File: config.mk
export PLATFORM = sky130hd
export DESIGN_NAME = adder_measure_sequencer
export DESIGN_NICKNAME = d
export VERILOG_FILES = /design/src/rtl/adder_meas_pkg.sv /design/src/rtl/meas_down_counter.sv /design/src/rtl/adder_measure_sequencer.sv
export SDC_FILE = /design/constraint.sdc
export NUM_CORES = 1
export LEC_CHECK = 0
export ABC_AREA = 1
export CAP_MARGIN = 30
export CORE_AREA = 2 2 147 149
export DETAILED_ROUTE_END_ITERATION = 8
export DIE_AREA = 0 0 149 151
export PLACE_DENSITY = 0.87
export REMOVE_ABC_BUFFERS = 1
export SETUP_SLACK_MARGIN = 0.05
export SYNTH_ARGS = -nofsm -noshare
export SYNTH_HDL_FRONTEND = slang
export SYNTH_SLANG_ARGS = --single-unit
File: constraint.sdc
create_clock -name wb_clk_i -period 2.19 [get_ports wb_clk_i]
set_clock_uncertainty 0.05 [all_clocks]
set_input_delay 0.438 -clock wb_clk_i [delete_from_list [all_inputs] [get_ports wb_clk_i]]
set_output_delay 0.438 -clock wb_clk_i [all_outputs]
set_load 0.02 [all_outputs]
File: src/rtl/adder_meas_pkg.sv
// adder_meas_pkg: state encoding and default timing constants shared by the measurement sequencer
package adder_meas_pkg;
    typedef enum logic [2:0] {IDLE, LOAD, SETTLE, RUN, DRAIN, CAPTURE, DONE} state_t;
    localparam int DEF_WIDTH = 32;
    localparam int DEF_SETTLE_CYCLES = 2;
    localparam int DEF_DRAIN_CYCLES = 2;
endpackage

File: src/rtl/meas_down_counter.sv
// meas_down_counter: loadable down-counter with zero flag, shared by the settle/run/drain phases
module meas_down_counter #(
    parameter int WIDTH = adder_meas_pkg::DEF_WIDTH
) (
    input  logic             clk,
    input  logic             rst_n,
    input  logic             load,
    input  logic             enable,
    input  logic [WIDTH-1:0] value,
    output logic             zero
);
    logic [WIDTH-1:0] count;
    assign zero = (count == '0);
    always_ff @(posedge clk or negedge rst_n) begin
        if (!rst_n) count <= '0;
        else if (load) count <= value;
        else if (enable && !zero) count <= count - 1'b1;
    end
endmodule

File: src/rtl/adder_measure_sequencer.sv
// adder_measure_sequencer: applies operands to the instrumented adder, gates its ring oscillator
// for a programmed number of cycles, then captures ring count and sum for readback
module adder_measure_sequencer
    import adder_meas_pkg::*;
#(
    parameter int WIDTH         = DEF_WIDTH,
    parameter int SETTLE_CYCLES = DEF_SETTLE_CYCLES,
    parameter int DRAIN_CYCLES  = DEF_DRAIN_CYCLES
) (
    input  logic             wb_clk_i,
    input  logic             reset_n,
    input  logic             active,
    input  logic [WIDTH-1:0] cfg_a,
    input  logic [WIDTH-1:0] cfg_b,
    input  logic [WIDTH-1:0] cfg_window,
    input  logic             start,
    input  logic             abort,
    output logic [WIDTH-1:0] adder_a,
    output logic [WIDTH-1:0] adder_b,
    output logic             ring_en,
    output logic             counter_en,
    output logic             counter_clear,
    input  logic [WIDTH-1:0] ring_count,
    input  logic [WIDTH-1:0] adder_sum,
    output logic [WIDTH-1:0] result_count,
    output logic [WIDTH-1:0] result_sum,
    output logic             busy,
    output logic             done
);
    state_t state, next_state;
    logic start_q, zero, cnt_load, cnt_en, stop, launch;
    logic [WIDTH-1:0] win_q, cnt_value;
    assign stop   = abort | ~active;
    assign launch = (state == IDLE) & start & ~start_q & ~stop;
    always_ff @(posedge wb_clk_i or negedge reset_n) begin
        if (!reset_n) state <= IDLE;
        else state <= next_state;
    end
    always_comb begin
        next_state = state;
        case (state)
            IDLE:    next_state = launch ? LOAD : IDLE;
            LOAD:    next_state = SETTLE;
            SETTLE:  next_state = zero ? RUN : SETTLE;
            RUN:     next_state = zero ? DRAIN : RUN;
            DRAIN:   next_state = zero ? CAPTURE : DRAIN;
            CAPTURE: next_state = DONE;
            DONE:    next_state = start ? DONE : IDLE;
            default: next_state = IDLE;
        endcase
        if (stop) next_state = IDLE;
    end
    // The counter holds "cycles remaining minus one", so each phase ends on the zero flag.
    always_comb begin
        ring_en       = (state == RUN) & ~stop;
        counter_en    = ring_en;
        counter_clear = (state == LOAD) & active;
        busy          = active & (state != IDLE) & (state != DONE);
        done          = active & (state == DONE);
        cnt_load      = (state == LOAD) | (zero & ((state == SETTLE) | (state == RUN)));
        cnt_en        = (state == SETTLE) | (state == RUN) | (state == DRAIN);
        cnt_value     = (state == LOAD)   ? WIDTH'(SETTLE_CYCLES - 1) :
                        (state == SETTLE) ? ((win_q == '0) ? '0 : win_q - 1'b1) :
                                            WIDTH'(DRAIN_CYCLES - 1);
    end
    always_ff @(posedge wb_clk_i or negedge reset_n) begin
        if (!reset_n) begin
            start_q      <= 1'b0;
            win_q        <= '0;
            adder_a      <= '0;
            adder_b      <= '0;
            result_count <= '0;
            result_sum   <= '0;
        end else begin
            start_q <= start;
            if (!active) begin
                adder_a      <= '0;
                adder_b      <= '0;
                result_count <= '0;
                result_sum   <= '0;
            end else begin
                if (launch) begin
                    adder_a <= cfg_a;
                    adder_b <= cfg_b;
                    win_q   <= cfg_window;
                end
                if (state == CAPTURE && !abort) begin
                    result_count <= ring_count;
                    result_sum   <= adder_sum;
                end
            end
        end
    end
    meas_down_counter #(.WIDTH(WIDTH)) u_counter (
        .clk    (wb_clk_i),
        .rst_n  (reset_n),
        .load   (cnt_load),
        .enable (cnt_en),
        .value  (cnt_value),
        .zero   (zero)
    );
endmodule

== Yosys cells after proc, flatten, opt, wreduce, memory -nomap -nowiden ==
Index checks and enable logic that the tools add are counted.
Operators by class
  reductions and logical operators: 10
  equality and inequality tests: 9
  divide/modulo/power cells: 0
  mux-type cells: 20
  bitwise gates (word level): 16
  $mul: 0
  shifts and indexed selects: 0
  magnitude comparators: 0
  add/subtract/negate cells: 2
Operator list (count)
  $mux 32: 13
  $logic_not 32->1: 2
  $sub 32x1->32 const B: 2
  $pmux 3 s7: 1
  $and 1x1->1: 9
  $eq 3x3->1 const B: 3
  $mux 3: 3
  $eq 3x2->1 const B: 2
  $ne 2x1->1 const B: 2
  $or 1x1->1: 4
  $eq 3x1->1 const B: 1
  $logic_not 3->1: 1
  $mux 1: 3
  $ne 3x3->1 const B: 1
  $not 1->1: 3
  $reduce_bool 3->1: 1
  $logic_and 1x1->1: 2
  $logic_not 1->1: 2
  $reduce_and 2->1: 1
  $reduce_bool 2->1: 1
Storage, ports and cells
  bits of input ports: 165
  logic and storage cells: 65
  flip-flop bits (word level): 196
  latch bits: 0
  bits in read-only memories: 0
  memory bits (writable): 0
  memories kept: 0

== Depth between registers and ports, before layout ==
Gate-level depths: netlist of run 1.
  depth in word-level cells: 7
  depth in mapped cells: 15
  mapped depth without buffers: 14

== By module ==
From an unflattened synthesis of run 1, not the netlist that was laid out.
Second synthesis, totals
  cells, all modules: 1352
  area total of the unflattened synthesis: 10313.6 sq um
Modules (own cells, without submodules)
  adder_measure_sequencer: area an instance 7788.7 sq um, cells each 964, times used 1
  meas_down_counter: area an instance 2524.9 sq um, cells each 388, times used 1

== Least setup slack after synthesis of run 1 ==
OpenSTA, ideal clock, no wires.
  path type: input to output
  from: input active
  to: output ring_en
  stages on the path: 6
  arrival time: 1404 ps
  data required time: 1702 ps
  buffers on the path: 2
  setup slack: 298 ps
  cell sequence: buf_2 inv_1 nor2_1 inv_1 nor2_1 buf_4
On the way
  word-level cells in the longest chain between the ends: 4
RTL lines
  start: declaration: RTL line adder_measure_sequencer.sv:12  | input logic active,
  $not 1->1: RTL line adder_measure_sequencer.sv:33  | assign stop = abort | ~active;
  $or 1x1->1: RTL line adder_measure_sequencer.sv:33
  $not 1->1: RTL line adder_measure_sequencer.sv:55  | ring_en = (state == RUN) & ~stop;
  $and 1x1->1: RTL line adder_measure_sequencer.sv:55
  end: declaration: RTL line adder_measure_sequencer.sv:20  | output logic ring_en,
No other way between the ends.

== Final worst setup path of run 1 ==
  from: register state[1]
  to: output busy
On the way
  word-level cells in the longest chain between the ends: 3
  elaborated cells between the ends (all ways): 4
  those cells by class: eq/ne (1); bitwise (2); reduce/logical (1)
RTL lines
  start: declaration: RTL line adder_measure_sequencer.sv:30  | state_t state, next_state;
  start signal: assignment: RTL line adder_measure_sequencer.sv:37  | else state <= next_state;
  $reduce_bool 3->1: RTL line adder_measure_sequencer.sv:58  | busy = active & (state != IDLE) & (state != DONE);
  $and 1x1->1: RTL line adder_measure_sequencer.sv:58
  $and 1x1->1 *: RTL line adder_measure_sequencer.sv:58
  end: declaration: RTL line adder_measure_sequencer.sv:27  | output logic busy,
Mark *: on every way between the ends. The rest lies on a longest branch, timed or not.

==> metrics.csv, run 1 <==
metric;value;unit
crit-path max FO;6;
clk root buf;clkbuf_16;
Final GP Congestion;0.9874;
# clock sinks;196;
starting DRC count in detailed routing;720;
Initial Util;0.4766;
vias per std cell;5.194;
Hold Path Cell Cnt;1;
global-route wire length before repair;49490;um
CTS tree;built;
final wirelength;31500;um
vias in the first global route;9514;
clock transition at the registers of the reported paths;0.08;ns
Critical Path Start Type;flip-flop;
cell area power density;742.3;nW/um2
crit path from;state[1];
slew margin rel.;0.5761;
GR Util All Layers;0.2831;
WP data required;1.70;ns
Hold Path Sink;start_q;
total negative slack;0;ns
fin nets;1731;
HP Class;input pin to flip-flop;
Fill cells;1612;
DR WL/cell;17.01;um
clock buffer depth;2;
Crit path arrival time;1.62;ns
area grow syn2layout;42.98;%
Clk Latency, worst-skew pair;0.44;ns
Crit. End Element;output port;
DR vias;9620;
Clock H-tree levels;4;
reg2reg end;u_counter.count[6];
Leak Pwr;0.006430;uW
Max rail drop VDD;479.0;uV
core area;20820;um2
Post-Syn Area;9923;um2
layout cells sized above 1;0.09645;
FF+latch area;4906;um2
minimum clock period;2.113;ns
fin crit share;0.9648;
initial antenna violation count;2;
Least-Margin Pin Slew;0.6359;ns
Die Ht;151;um
cell count after synthesis;1256;
Die Width;149;um
DP Wirelength;23800;um
reg2reg path depth;11;
status;complete, no violations;
YS warnings;0;
# DRC;0;
Yosys cell types;29;
Worst Path Class, Setup;flip-flop to output port;
max-capacitance violation count;0;
die area;22500;um2
R2R Setup Slk;0.13;ns
area of the multi-input gates;4126;um2
Slew Viols, Final;0;
Core Util, Final;0.6814;
post-synthesis register bit count;196;
Hold Fails Final Rpt;0;
hold path startpoint;start;
final setup fails;0;
largest net degree at the start of global routing;134;
Total Power;10530;uW
Fmax achieved;473.3;MHz
antenna viol nets, final;0;
unrepaired setup endpoints after global routing;true;
port buffer count;297;
sequential share of the synthesized area;0.4943;
CTS Buf Count;17;
syn avg cell area;7.901;um2
# IOs;298;
RR Startpoint;u_counter.count[17];
row cnt;53;
drt pass-1 iters;7;
WHS;0.4388;ns
total congestion overflow;0;
==> kinds of logic after synthesis <==
| kind of cell | count (synthesis) | share of synthesized area |
|---|---|---|
| multiplexers | 19 | 0.02156 |
| adder cells (fa/ha/maj) | 3 | 0.003783 |
| AND/OR/NAND/NOR | 565 | 0.2493 |
| XOR/XNOR | 42 | 0.03707 |
| buffers and inverters | 241 | 0.09772 |
| AO/OA/AOI/OAI | 190 | 0.09633 |
| flip-flops | 196 | 0.4943 |
==> sequential cells by signal (all words and copies together) (netlist names) <==
name / flops
adder_a: 32
state: 3
adder_b: 32
result_sum: 32
result_count: 32
start_q: 1
win_q: 32
u_counter.count: 32
==> placed cells by master (no fill, tap or decap), types with 2 or more instances in the layout <==
cell             count
dfrtp_1            195
mux2_2              19
xor2_1              26
o21bai_1             2
or2_2                2
clkbuf_16           17
buf_4               42
clkdlybuf4s15_2      3
inv_1              172
inv_2                5
a21oi_1             24
nand3_2              2
nor2_4               3
nor2_2              17
nand2_1            177
nand4_1              8
or2_0                3
clkinv_8             4
nor2_1             145
o21ai_0            149
inv_8                2
buf_12              12
nand2_2              7
nor3_1               8
inv_6                4
o21ai_1             14
nand3_1            188
ha_1                 3
nor3_2               2
xnor2_1             16
clkdlybuf4s50_1    290
==> area by class of cell <==
class | count | area share
antenna | 1 | 0.0001764
clock buffer | 18 | 0.03025
clock inverter | 14 | 0.01287
inverter | 178 | 0.04709
multi-input combinational | 819 | 0.2908
sequential | 196 | 0.3458
tap | 275 | 0.02425
timing repair buffer | 351 | 0.2488
==> how the worst max path moves through the flow <==
stage	to	slack (ns)
after detailed placement	ring_en	-0.16
after CTS	counter_en	0.02
after global routing	done	0.01
after floorplan	result_count[0]	-4.62
after global placement	counter_en	-0.17
final	busy	0.08
==> power breakdown <==
group | switching [uW] | internal [uW]
logic | 1520 | 1290
registers | 415 | 4040
clock network | 1610 | 1660
total | 3550 | 6980
==> synthesized netlist by cell type (all sizes together) <==
master / number / share of area
xor2: 26 / 0.023
nor2: 165 / 0.066
xnor2: 16 / 0.014
clkinv: 1 / 0.00038
o21ai: 164 / 0.083
clkbuf: 26 / 0.0098
buf: 37 / 0.021
nor3: 11 / 0.0061
inv: 177 / 0.067
a21oi: 24 / 0.012
nand2: 185 / 0.072
dfrtp: 196 / 0.49
o21bai: 2 / 0.0015
mux2: 19 / 0.022
nand3: 191 / 0.097
nand4: 8 / 0.0050
or2: 5 / 0.0032
ha: 3 / 0.0038
==> through the flow <==
stage	setup WS, ns	std cells	instance area, um2
floorplan	-4.622	1193	9622
CTS	0.02146	1850	14130
finish	0.07702	1852	14190
global placement	-0.1749	1817	13500
global route	0.01366	1852	14190
detailed placement	-0.1623	1817	13500
==> per-layer routing <==
metal	vias up	global-route usage	wire length (um)
met5	-	0	12
met1	4540	0.3302	11850
met4	2	0.1086	1042
met2	377	0.5000	16160
met3	75	0.07530	2442
li1	4626	-	-
==> what timing repair did <==
action	CTS	global route
gates resized for setup	14	18
buffers inserted	0	1
pin swaps	0	1
hold endpoints to repair	52	0
setup endpoints to repair	5	37
hold buffers	1	0
gates cloned	0	0
==> worst max-delay path: stages, from the launching register on <==
cell,delay [ns]
dfrtp_2,0.46
nor3_1,0.31
nor3_1,0.08
dlygate4sd2_1,0.34
Note: power is estimated with default switching activity, not from simulation.
==> run 2: changes to the inputs <==
--- a/config.mk
+++ b/config.mk
@@ -7,9 +7,11 @@
 export LEC_CHECK = 0
 export ABC_AREA = 1
 export CAP_MARGIN = 30
-export CORE_AREA = 2 2 147 149
+export CELL_PAD_IN_SITES_DETAIL_PLACEMENT = 1
+export CELL_PAD_IN_SITES_GLOBAL_PLACEMENT = 2
+export CORE_AREA = 2 2 195 197
 export DETAILED_ROUTE_END_ITERATION = 8
-export DIE_AREA = 0 0 149 151
+export DIE_AREA = 0 0 197 199
 export PLACE_DENSITY = 0.87
 export REMOVE_ABC_BUFFERS = 1
 export SETUP_SLACK_MARGIN = 0.05
==> run 2 against run 1 <==
Effect of this change:
- combinational power rose by 22%
- global-route usage decreased by 8.9 points
- power increased by 3.6%
- critical path depth up 2
- design area up 6.4%
- first-iteration DRC count decreased by 45%
- sequential share of layout area decreased by 2.1 points
- flip-flop and latch count is the same
- wire length is 20% higher
- clock power decreased by 5%
==> metrics.csv, run 2 (same netlist as run 1, synthesis figures left out) <==
metric;value;unit;change
status;complete, no violations;;
# IOs;298;;unchanged
Die Ht;199;um;+32%
antenna viol nets, final;0;;unchanged
layout cells sized above 1;0.1454;;+0.04892
Leak Pwr;0.006820;uW;+6.1%
unrepaired setup endpoints after global routing;true;;
clock buffer depth;2;;unchanged
global-route wire length before repair;57900;um;+17%
DP Wirelength;28780;um;+21%
Crit. End Element;output port;;
starting DRC count in detailed routing;394;;-45%
Critical Path Start Type;flip-flop;;
Slew Viols, Final;0;;unchanged
Critical Path Max Stage Delay;0.46;ns;about the same
vias per std cell;4.602;;-11%
Crit path arrival time;1.56;ns;-0.06 ns
WP data required;1.70;ns;about the same
clk root buf;clkbuf_16;;
area grow syn2layout;52.19;%;
Fill cells;4435;;+180%
commonest non-fill, non-tap cells in the layout;clkdlybuf4s50_1 (290), dfrtp_1 (192), nand3_1 (188);;
Max rail drop VDD;560.3;uV;+17%
Clock H-tree levels;4;;unchanged
DR WL/cell;17.65;um;+3.8%
Least-Margin Pin Slew;0.5174;ns;-0.1185 ns
core area;37130;um2;+78%
Fmax achieved;488.0;MHz;+3.1%
final wirelength;37650;um;+20%
Initial Util;0.2672;;-0.2093
port buffer count;297;;unchanged
initial antenna violation count;8;;+6
GR Util All Layers;0.1940;;-0.08918
largest net degree at the start of global routing;103;;-23%
crit-path max FO;4;;-2
DR vias;9816;;+2.0%
slew margin rel.;0.6550;;+0.07898
CTS tree;built;;
clock transition at the registers of the reported paths;0.07;ns;about the same
fin nets;1806;;+4.3%
# DRC;0;;unchanged
FF+latch area;4910;um2;about the same
Final GP Congestion;0.8595;;-13%
die area;39200;um2;+74%
most common cell after layout, fill and taps aside;clkdlybuf4s50_1;;
final setup fails;0;;unchanged
cell area power density;722.8;nW/um2;-2.6%
Total Power;10920;uW;+3.6%
row cnt;71;;+34%
Hold Fails Final Rpt;0;;unchanged
area of the multi-input gates;4190;um2;+1.5%
Post-Place Worst Slack;-0.1203;ns;+0.04194 ns
PnR worst setup slack;0.1408;ns;+0.06377 ns
drt pass-1 iters;4;;-3
crit-path cells;inv_1, nor2_4, nand2_2, nor2_1, buf_2;;
vias in the first global route;10590;;+11%
fin crit share;0.9357;;-0.02912
HP Class;input pin to flip-flop;;
Finished Cell Area;15100;um2;+6.4%
# clock sinks;196;;unchanged
minimum clock period;2.049;ns;-0.06377 ns
total negative slack;0;ns;unchanged
Clk Latency, worst-skew pair;0.45;ns;about the same
Placement Cell Area;14310;um2;+5.9%
CTS Buf Count;17;;unchanged
slowest CP cell;dfrtp_1;;
max-capacitance violation count;0;;unchanged
Worst Path Class, Setup;flip-flop to output port;;
Die Width;197;um;+32%
total congestion overflow;0;;unchanged
## run 2: cell types whose count changed in the layout (fill, tap and decap cells not counted), sizes merged
cell / before / now
buf: 55 / 131
clkdlybuf4s15: 3 / 1
diode: 1 / 8
clkinvlp: 0 / 3
dlygate4sd2: 1 / 0
clkbuf: 19 / 21
inv: 184 / 181
## run 2: layer usage
layer,share of wire,up-vias,global-route usage
met3,0.069,49,0.06968
met4,0.028,2,0.07881
met1,0.39,4772,0.2117
met2,0.51,212,0.3421
met5,0.00027,-,0
li1,-,4781,-
## run 2: timing repair
action                                  CTS  global route
hold buffers                              1             0
gates cloned                              0             2
pin swaps                                 0             5
endpoints found under the setup margin    6            37
gates resized for setup                  21            36
endpoints found under the hold margin    46             0
buffers inserted                          0             7
## run 2: per-stage QoR
step	hold WS, ns	util	cells
after CTS	0.4133	0.4014	2116
after floorplan	0.09241	-	1193
final	0.4367	0.4067	2133
after detailed placement	0.4040	0.3853	2083
after global routing	0.4153	0.4066	2132
after global placement	0.4004	0.3853	2083
## run 2: report_power, final
group	total [uW]	internal [uW]	switching (uW)
clock	3100	1590	1520
sequential	4370	4040	326
combinational	3440	1660	1780
total	10900	7290	3630
## run 2: area by class of cell
class                           count  share of cell area
Antenna cell                        8            0.001326
Clock buffer                       18             0.02842
Clock inverter                     14            0.008534
Inverter                          178             0.04441
Multi-Input combinational cell    819              0.2775
Sequential cell                   196              0.3251
Tap cell                          474             0.03927
Timing Repair Buffer              426              0.2755
## run 2: critical path: cells and delay by family, from the launching register on
| family | cells | cell delay (ns) |
|---|---|---|
| and+or+nand+nor | 3 | 0.35 |
| buffers and inverters | 2 | 0.31 |
| DFF | 1 | 0.46 |
## run 2: final timing paths
check,start,to,slack [ns],depth (start not counted)
worst min register to register,adder_a[1],adder_a[1],0.46,2
max in group asynchronous,reset_n,u_counter.count[29],0.81,3
min in group asynchronous,reset_n,u_counter.count[4],0.46,2
worst max-delay path,state[0],counter_clear,0.14,5
worst min-delay path,start,start_q,0.44,1
worst max register to register,u_counter.count[0],u_counter.count[7],0.17,15
